[src/rtl/mult_sequencer.sv]
// Sequential 32x32 unsigned shift-and-add multiplier with HI/LO result registers.
// Holds the pipeline through stall until the product is written, then pulses done.
module mult_sequencer (
  input  logic        clk,
  input  logic        rst_n,
  input  logic        mult_enable,
  input  logic [31:0] a,
  input  logic [31:0] b,
  input  logic        sfmux_high,
  output logic [31:0] rd_data,
  output logic        stall,
  output logic        busy,
  output logic        done
);

  localparam logic [1:0] IDLE = 2'd0;
  localparam logic [1:0] RUN  = 2'd1;
  localparam logic [1:0] DONE = 2'd2;

  logic [1:0]  state_r;
  logic [63:0] mcand_r;
  logic [31:0] mplier_r;
  logic [63:0] acc_r;
  logic [4:0]  cnt_r;
  logic [31:0] hi_r;
  logic [31:0] lo_r;
  logic [63:0] acc_next_s;

  // Conditional partial-product add; carry out of bit 63 is dropped.
  always_comb begin
    acc_next_s = acc_r;
    if (mplier_r[0]) begin
      acc_next_s = acc_r + mcand_r;
    end else begin
      acc_next_s = acc_r;
    end
  end

  // Sequencer state, datapath and HI/LO result registers.
  always_ff @(posedge clk or negedge rst_n) begin
    if (!rst_n) begin
      state_r  <= IDLE;
      mcand_r  <= 64'd0;
      mplier_r <= 32'd0;
      acc_r    <= 64'd0;
      cnt_r    <= 5'd0;
      hi_r     <= 32'd0;
      lo_r     <= 32'd0;
    end else begin
      case (state_r)
        IDLE: begin
          if (mult_enable) begin
            mcand_r  <= {32'd0, a};
            mplier_r <= b;
            acc_r    <= 64'd0;
            cnt_r    <= 5'd0;
            state_r  <= RUN;
          end
        end
        RUN: begin
          acc_r    <= acc_next_s;
          mcand_r  <= mcand_r << 1;
          mplier_r <= mplier_r >> 1;
          cnt_r    <= cnt_r + 5'd1;
          // The final add is folded in here so HI/LO see the complete product.
          if (cnt_r == 5'd31) begin
            hi_r    <= acc_next_s[63:32];
            lo_r    <= acc_next_s[31:0];
            state_r <= DONE;
          end
        end
        DONE: begin
          state_r <= IDLE;
        end
        default: begin
          state_r <= IDLE;
        end
      endcase
    end
  end

  // Status decode and read mux; stall is gated by rst_n so it stays low under reset.
  always_comb begin
    busy    = (state_r == RUN);
    done    = (state_r == DONE);
    stall   = rst_n & (((state_r == IDLE) & mult_enable) | (state_r == RUN));
    if (sfmux_high) begin
      rd_data = hi_r;
    end else begin
      rd_data = lo_r;
    end
  end

endmodule

[config.mk]
export PLATFORM = sky130hd
export DESIGN_NAME = mult_sequencer
export DESIGN_NICKNAME = d
export VERILOG_FILES = /design/src/rtl/mult_sequencer.sv
export SDC_FILE = /design/constraint.sdc
export NUM_CORES = 1
export LEC_CHECK = 0
export BUFFER_PORTS_ARGS = -buffer_cell sky130_fd_sc_hd__buf_2
export CORE_ASPECT_RATIO = 1.2
export CORE_UTILIZATION = 66
export DETAILED_ROUTE_END_ITERATION = 10
export PLACE_DENSITY = 0.86
export SYNTH_ARGS = -nofsm -noshare
export SYNTH_HDL_FRONTEND = slang
export SYNTH_SLANG_ARGS = --single-unit
[constraint.sdc]
create_clock -name clk -period 7.3 [get_ports clk]
set_input_delay 1.46 -clock clk [delete_from_list [all_inputs] [get_ports clk]]
set_output_delay 1.46 -clock clk [all_outputs]
set_load 0.02 [all_outputs]
* After elaboration in Yosys (flattened, before gate mapping)
Index checks and enable logic that the tools add are counted.
** Storage, ports and cells
- Input bits :: 68
- Register bits after elaboration :: 231
- Output and inout port bits :: 35
- Logic and storage cells :: 35
** Cells by class
- Multiplexer cells :: 13
- Add/sub/neg operators :: 2
- Bitwise gates (word level) :: 3
- Eq/ne operators :: 5
- Reductions and logical operators :: 5
** Operators by type and width (number)
- 64-bit one-hot mux with 2 select lines :: 2
- 64-bit 2-to-1 mux :: 3
- 64-bit adder :: 1
- 32-bit 2-to-1 mux :: 2
- 32-bit one-hot mux with 2 select lines :: 1
- 5-bit one-hot mux with 2 select lines :: 1
- 2-bit AND reduction :: 3
- 5-bit by 1-bit adder with 5-bit output (second input constant) :: 1
- 5-bit equality test (second input constant) :: 1
- 5-bit 2-to-1 mux :: 1
- 2-bit 2-to-1 mux :: 2
- 2-bit one-hot mux with 2 select lines :: 1
- 1-bit AND :: 2
- 2-bit by 1-bit equality test with 1-bit output (second input constant) :: 1
- 2-bit equality test (second input constant) :: 1
- 2-bit logical NOT :: 1
- 2-bit by 1-bit inequality test with 1-bit output (second input constant) :: 1
- 2-bit inequality test (second input constant) :: 1
- 2-bit nonzero test :: 1
- 1-bit bitwise OR :: 1

* Longest topological paths before layout
Gate-level depths: netlist (run 1).
- Depth in word-level cells :: 4
- Depth in mapped cells :: 13

* Worst setup path after synthesis (run 1)
No wires, ideal clock.
- Path type :: input to output
- From :: in sfmux_high
- To :: out rd_data[10]
- Slack :: 3.436 ns
- Stages :: 3
- Data arrival time :: 2.404 ns
- Data required time :: 5.840 ns
- Path through :: clkbuf_1 > buf_1 > mux2_2
** Between the ends
- Cells in the longest elaborated chain, start to end :: 1
** Ends and longest elaborated chain
- start, declared :: line 9 : input logic sfmux_high,
- 32-bit 2-to-1 mux :: line 87 : if (sfmux_high) begin
- end, declared :: line 10 : output logic [31:0] rd_data,
No other way between the ends.

* Worst setup path after layout (run 1)
- From :: reg state_r[0]
- To :: out busy
** Between the ends
- Cells in the longest elaborated chain, start to end :: 1
** Ends and longest elaborated chain
- start, declared :: line 20 : logic [1:0] state_r;
- start signal, assigned :: line 42 : state_r <= IDLE;
- start signal, assigned :: line 57 : state_r <= RUN;
- start signal, assigned :: line 69 : state_r <= DONE;
- 2-bit by 1-bit equality test with 1-bit output :: line 84 : busy = (state_r == RUN);
- end, declared :: line 12 : output logic busy,
No other way between the ends.

==> out/qor.csv, run 1 <==
stage,metric,value,unit
status,status,completed,
setup_path,startpoint_type,register,
setup_path,slowest_stage,buf_4,
floorplan,fp-row-count,57,
logic_synthesis,netlist_instances,1531,
logic_synthesis,ys_seq_area_frac,0.425,
route,first_pass_iters,5,
route,ant_nets,0,
timing,hold_viol_final,0,
logic_synthesis,synth_flop_cell,dfrtp_1,
layout,antenna_cells,0,
setup_path,path_cells,nand2b_4 > buf_4 > inv_2 > buf_2,
clock_tree,hold_buffers,0,
global_route,grt_max_degree,99,
logic_synthesis,ys_ff_latch,231,
route,wl_per_cell,20.7,um
placement,globalplace.congestion,0.960,
logic_synthesis,synth_area,0.0136,sq mm
layout,layout.nets,1701,
floorplan,io_pins,103,
setup_path,cp.arrival,3.16,ns
layout,n_fill_cell,1494,
setup_path,critPathMaxStageDelay,0.70,ns
clock_tree,htreeDepth,1,
route,drc,0,
route,drt-initial-drc-count,1063,
global_route,grt_pass1_wl,61900,um
timing,worst_slack,2.68,ns
hold_path,holdCritPathClass,reg2reg,
timing,fin_crit_sh,0.632,
logic_synthesis,synthMostInstantiatedCell,dfrtp_1,
clock_tree,cts-root-buf,clkbuf_16,
floorplan,die_w,133,um
clock_tree,insertion_delay,0.53,ns
layout,seqCellArea,0.00578,sq mm
logic_synthesis,async_flop_share,1.00,
floorplan,dieHeight,159,um
clock_tree,cts_tree,done,
timing,finalSetupViolCount,0,
route,vias,12000,
timing,fmax,217,MHz
setup_path,timing.setup.critical_path_class,reg2out,
global_route,grtUsageTotal,0.367,
global_route,grt_pass1_vias,12000,
placement,preCtsSetupSlack,2.76,ns
logic_synthesis,yosysTopAreaCell,dfrtp_1,
clock_tree,post_cts_resized,0,
route,wirelength,38300,um
setup_path,crit_required,5.84,ns
logic_synthesis,synth_nets,1665,
clock_tree,cts.sinks,231,
clock_tree,cts_buffer_depth,3,
floorplan,initial_utilization,0.672,
floorplan,dieArea,0.0212,sq mm
layout,multi_input_area,0.00740,sq mm
logic_synthesis,synth-edff-count,0,
logic_synthesis,yosys-top-cells-area,"dfrtp_1 (42%), ha_1 (6.0%), nand2_1 (5.8%), o21ai_0 (4.7%), nor2_1 (4.5%)",
route,via_per_inst,6.50,
floorplan,core-area,0.0203,sq mm
timing,rsz0062_at_grt,no,
placement,port_buffers,102,
clock_tree,cts_setup_buffers,0,
logic_synthesis,netlist_top_cells_count,"dfrtp_1 (231), nand2_1 (212), nor2_1 (165)",
placement,dp_hpwl,26600,um
timing,tightest_slew,1.11,ns
setup_path,endpoint_kind,output pin,
hold_path,whs_path_depth,2,
setup_path,reg2reg_depth,8,
timing,slew_headroom,0.256,
timing,fin_crit,4.62,ns
layout,drive_gt1_frac,0.126,
clock_tree,cts_buffers,24,
logic_synthesis,netlist.area_leader.share,0.425,
job,max-cap-violations,0,
timing,fin_skew,0.0205,ns
clock_tree,path_clk_slew,0.06,ns
logic_synthesis,yosys_warnings,0,
global_route,antenna_found_initial,0,
setup_path,path_max_fanout,65,
timing,drv_slew,0,
layout,areaGrowthSynthToFinish,9.82,%
timing,hold_ws,0.473,ns
logic_synthesis,avgSynthCellArea,8.89,sq um
global_route,grt_overflow_total,0,
logic_synthesis,synth_cell_types,73,
timing,tns,0,ns
==> cell type report <==
class                           count  share of cell area
Multi-Input combinational cell   1181               0.495
Sequential cell                   231               0.387
Clock buffer                       37              0.0481
Timing Repair Buffer              112              0.0398
Tap cell                          265              0.0222
Inverter                           17             0.00427
Clock inverter                      5             0.00410
==> critical path: cells and delay by family (launching register included) <==
family	cells	cell delay, ns
AND/OR/NAND/NOR	1	0.53
buffers and inverters	3	1.61
flip-flops	1	0.42
==> worst paths after layout <==
path	end	start	slack [ns]
setup reg to reg	hi_r[20]$_DFFE_PN0P_	state_r[0]$_DFFE_PN0P_	3.20
hold / removal	lo_r[9]$_DFFE_PN0P_	lo_r[9]$_DFFE_PN0P_	0.47
min in group asynchronous	cnt_r[2]$_DFFE_PN0P_	rst_n	0.96
hold reg to reg	lo_r[9]$_DFFE_PN0P_	lo_r[9]$_DFFE_PN0P_	0.47
setup / recovery	busy	state_r[0]$_DFFE_PN0P_	2.68
max in group asynchronous	mcand_r[32]$_DFFE_PN0P_	rst_n	4.12
==> metal layers <==
layer / GRT usage / wire length, um
met5: 0 / 0
met4: 0.226 / 2510
met3: 0.0490 / 2430
met2: 0.594 / 18300
met1: 0.469 / 15100
==> state kept, by name (all words and copies together), names as in the netlist <==
| name | flops |
|---|---|
| acc_r | 64 |
| cnt_r | 5 |
| hi_r | 32 |
| lo_r | 32 |
| mcand_r | 64 |
| mplier_r | 32 |
| state_r | 2 |
==> per-stage QoR <==
stage                util  instance area (sq um)  cells
floorplan               -                  13600   1531
global placement    0.700                  14200   1806
detailed placement  0.700                  14200   1806
CTS                 0.738                  15000   1848
global route        0.738                  15000   1848
finish              0.738                  15000   1848
==> placed cells by master, fill, tap and decap left out, types with 13 or more instances in the layout <==
| cell type | instances |
|---|---|
| nor2_1 | 164 |
| o22ai_1 | 61 |
| o21ai_0 | 127 |
| clkbuf_16 | 24 |
| mux2i_1 | 51 |
| inv_1 | 16 |
| nand3_1 | 36 |
| nand4_1 | 19 |
| mux2_2 | 34 |
| dfrtp_1 | 230 |
| o21ai_1 | 44 |
| xor2_1 | 30 |
| nor2b_1 | 13 |
| buf_2 | 101 |
| a21o_1 | 32 |
| a21oi_1 | 77 |
| xnor2_1 | 28 |
| ha_1 | 65 |
| a22o_1 | 40 |
| nand2_1 | 209 |
==> logic make-up after synthesis <==
family          after synthesis  synth area share
fa+ha+maj                    66            0.0612
compound gates              467             0.214
simple gates                504             0.162
buf+inv                     119            0.0342
flops                       231             0.425
xor+xnor                     58            0.0373
mux                          86            0.0664
Power of run 1 is left out: the tool's default activity adds up to more than one toggle a clock period on the data nets, which glitch-free logic cannot reach.
==> inputs of run 2 (changes only) <==
--- a/config.mk
+++ b/config.mk
@@ -5,11 +5,12 @@
 export SDC_FILE = /design/constraint.sdc
 export NUM_CORES = 1
 export LEC_CHECK = 0
+export ABC_AREA = 1
 export BUFFER_PORTS_ARGS = -buffer_cell sky130_fd_sc_hd__buf_2
 export CORE_ASPECT_RATIO = 1.2
-export CORE_UTILIZATION = 66
+export CORE_UTILIZATION = 56
 export DETAILED_ROUTE_END_ITERATION = 10
-export PLACE_DENSITY = 0.86
+export PLACE_DENSITY = 0.77
 export SYNTH_ARGS = -nofsm -noshare
 export SYNTH_HDL_FRONTEND = slang
 export SYNTH_SLANG_ARGS = --single-unit
==> constraint.sdc (replaced) <==
create_clock -name clk -period 4.2 [get_ports clk]
set_input_delay 0.84 -clock clk [delete_from_list [all_inputs] [get_ports clk]]
set_output_delay 0.84 -clock clk [all_outputs]
set_load 0.02 [all_outputs]
==> out/qor.csv, run 2 <==
stage,metric,value,unit,change
clock_tree,cts_buffer_depth,3,,unchanged
floorplan,core-area,0.0280,sq mm,+38%
timing,tns,0,ns,unchanged
timing,fmax,323,MHz,
logic_synthesis,netlist_top_cells_count,"nand2_1 (804), inv_1 (450), dfrtp_1 (231)",,
timing,fin_crit_sh,0.737,,
timing,drv_slew,0,,unchanged
logic_synthesis,synth_flop_cell,dfrtp_1,,
floorplan,dieHeight,187,um,+17%
logic_synthesis,yosysTopAreaCell,dfrtp_1,,
layout,mostFrequentLayoutCells,"nand2_1 (800), inv_1 (450), dfrtp_1 (230)",,
route,wl_per_cell,17.3,um,-17%
layout,drive_gt1_frac,0.119,,-0.00625
clock_tree,cts_tree,done,,
placement,port_buffers,102,,unchanged
route,top_layer,met4,,
logic_synthesis,synthMostInstantiatedCell,nand2_1,,
route,drt-initial-drc-count,1159,,+9.0%
clock_tree,cts-root-buf,clkbuf_16,,
layout,multi_input_area,0.00814,sq mm,+10%
timing,fin_crit,3.10,ns,
setup_path,endpoint_kind,output pin,,
logic_synthesis,synth_cell_types,44,,-40%
clock_tree,cts.sinks,231,,unchanged
layout,seqCellArea,0.00578,sq mm,about the same
timing,finalSetupViolCount,0,,unchanged
setup_path,r2r_slack,1.55,ns,-1.65 ns
clock_tree,hold_buffers,0,,unchanged
floorplan,initial_utilization,0.571,,-0.102
route,wl_met1,21800,um,+44%
global_route,grt_pass1_wl,77800,um,+26%
setup_path,path_max_fanout,55,,-15%
setup_path,cp.arrival,2.26,ns,-0.90 ns
global_route,antenna_found_initial,0,,unchanged
timing,hold_viol_final,0,,unchanged
floorplan,die_w,156,um,+17%
global_route,grtUsageTotal,0.346,,-0.0209
setup_path,startpoint_type,register,,
layout,areaGrowthSynthToFinish,9.83,%,about the same
floorplan,fp-row-count,67,,+18%
timing,rsz0062_at_grt,no,,
logic_synthesis,avgSynthCellArea,6.73,sq um,-24%
logic_synthesis,async_flop_share,1.00,,unchanged
timing,tightest_slew,1.07,ns,-0.0409 ns
job,max-cap-violations,0,,unchanged
clock_tree,insertion_delay,0.57,ns,+0.04 ns
logic_synthesis,synth-edff-count,0,,unchanged
floorplan,io_pins,103,,unchanged
route,vias,15000,,+25%
setup_path,crit_required,3.36,ns,-2.48 ns
clock_tree,htreeDepth,1,,unchanged
route,wl_met2,22500,um,+23%
route,met3_length,2870,um,+18%
timing,fin_skew,0.0106,ns,-0.00994 ns
layout,n_fill_cell,2702,,+81%
logic_synthesis,synth_nets,2510,,+51%
logic_synthesis,yosys_warnings,0,,unchanged
status,status,completed,,
clock_tree,cts_setup_buffers,0,,unchanged
clock_tree,path_clk_slew,0.06,ns,about the same
hold_path,holdCritPathClass,in2async,,
clock_tree,cts_buffers,25,,+4.2%
floorplan,dieArea,0.0292,sq mm,+38%
layout,layout.nets,2576,,+51%
route,drc,0,,unchanged
logic_synthesis,synth_area,0.0160,sq mm,+17%
layout,final_common_cell,nand2_1,,
logic_synthesis,netlist_instances,2376,,+55%
clock_tree,post_cts_resized,0,,unchanged
logic_synthesis,yosys-top-cells-area,"dfrtp_1 (36%), nand2_1 (19%), inv_1 (11%), ha_1 (5.1%), nand3_1 (4.7%)",,
logic_synthesis,ys_seq_area_frac,0.362,,-0.0628
route,first_pass_iters,6,,+1
route,via_per_inst,5.28,,-19%
global_route,grt_pass1_vias,14600,,+22%
layout,top_regs,"acc_r x64, mcand_r x64",,
route,ant_nets,0,,unchanged
timing,slew_headroom,0.286,,+0.0300
setup_path,timing.setup.critical_path_class,reg2out,,
placement,dp_hpwl,37100,um,+39%
global_route,grt_overflow_total,0,,unchanged
layout,antenna_cells,0,,unchanged
route,wirelength,49000,um,+28%
logic_synthesis,netlist.area_leader.share,0.362,,-0.0628
logic_synthesis,ys_ff_latch,231,,unchanged
placement,globalplace.congestion,0.980,,+2.0%
global_route,grt_max_degree,167,,+69%
[run 2: final timing paths]
kind                                          from                    end  depth (start not counted)
setup / recovery            state_r[1]$_DFFE_PN0P_                  stall                          6
hold / removal                               rst_n   cnt_r[3]$_DFFE_PN0P_                          1
setup reg to reg           mplier_r[0]$_DFFE_PN0P_  acc_r[13]$_DFFE_PN0P_                          3
hold reg to reg                hi_r[3]$_DFFE_PN0P_    hi_r[3]$_DFFE_PN0P_                          2
max in group asynchronous                    rst_n  acc_r[45]$_DFFE_PN0P_                          2
min in group clk               hi_r[3]$_DFFE_PN0P_    hi_r[3]$_DFFE_PN0P_                          2
[run 2: area by class of cell]
cell class / instances / area share
Tap cell: 379 / 0.0270
Clock buffer: 34 / 0.0398
Timing Repair Buffer: 112 / 0.0346
Multi-Input combinational cell: 1608 / 0.464
Clock inverter: 12 / 0.00627
Inverter: 464 / 0.0993
Sequential cell: 231 / 0.329
[run 2: kinds of logic (layout without fill, tap and decap cells)]
logic type,after synthesis,in the layout,synth area share
multiplexers,19,19,0.0134
buffers and inverters,537,622,0.130
adder cells (fa/ha/maj),66,66,0.0521
AND/OR/NAND/NOR,1178,1178,0.314
flip-flops,231,231,0.362
AO/OA/AOI/OAI,315,315,0.112
XOR/XNOR,30,30,0.0164
[run 2: worst max-delay path, cell delays in order (launching register included)]
cell and delay [ns]:
dfrtp_1 0.39, inv_1 0.11, nand2_4 0.35, nand2_2 0.23
clkinv_2 0.27, nor2_1 0.16, buf_2 0.18
[run 2: metal layers]
layer | GRT usage | vias up
li1 | - | 7548
met1 | 0.473 | 6938
met2 | 0.558 | 432
met3 | 0.0443 | 91
met4 | 0.130 | 0
met5 | 0 | -
[run 2: per-stage QoR]
| stage | area [sq um] | hold slack [ns] | setup slack, ns | instances | util |
|---|---|---|---|---|---|
| finish | 17600 | 0.210 | 1.10 | 2840 | 0.627 |
| global route | 17600 | 0.239 | 0.983 | 2840 | 0.627 |
| CTS | 17600 | 0.214 | 1.08 | 2840 | 0.627 |
| detailed placement | 16700 | 0.461 | 1.27 | 2794 | 0.598 |
| global placement | 16700 | 0.457 | 1.32 | 2794 | 0.598 |
| floorplan | 16000 | 0.444 | 1.46 | 2376 | - |
Power of run 2 is left out for the same reason.
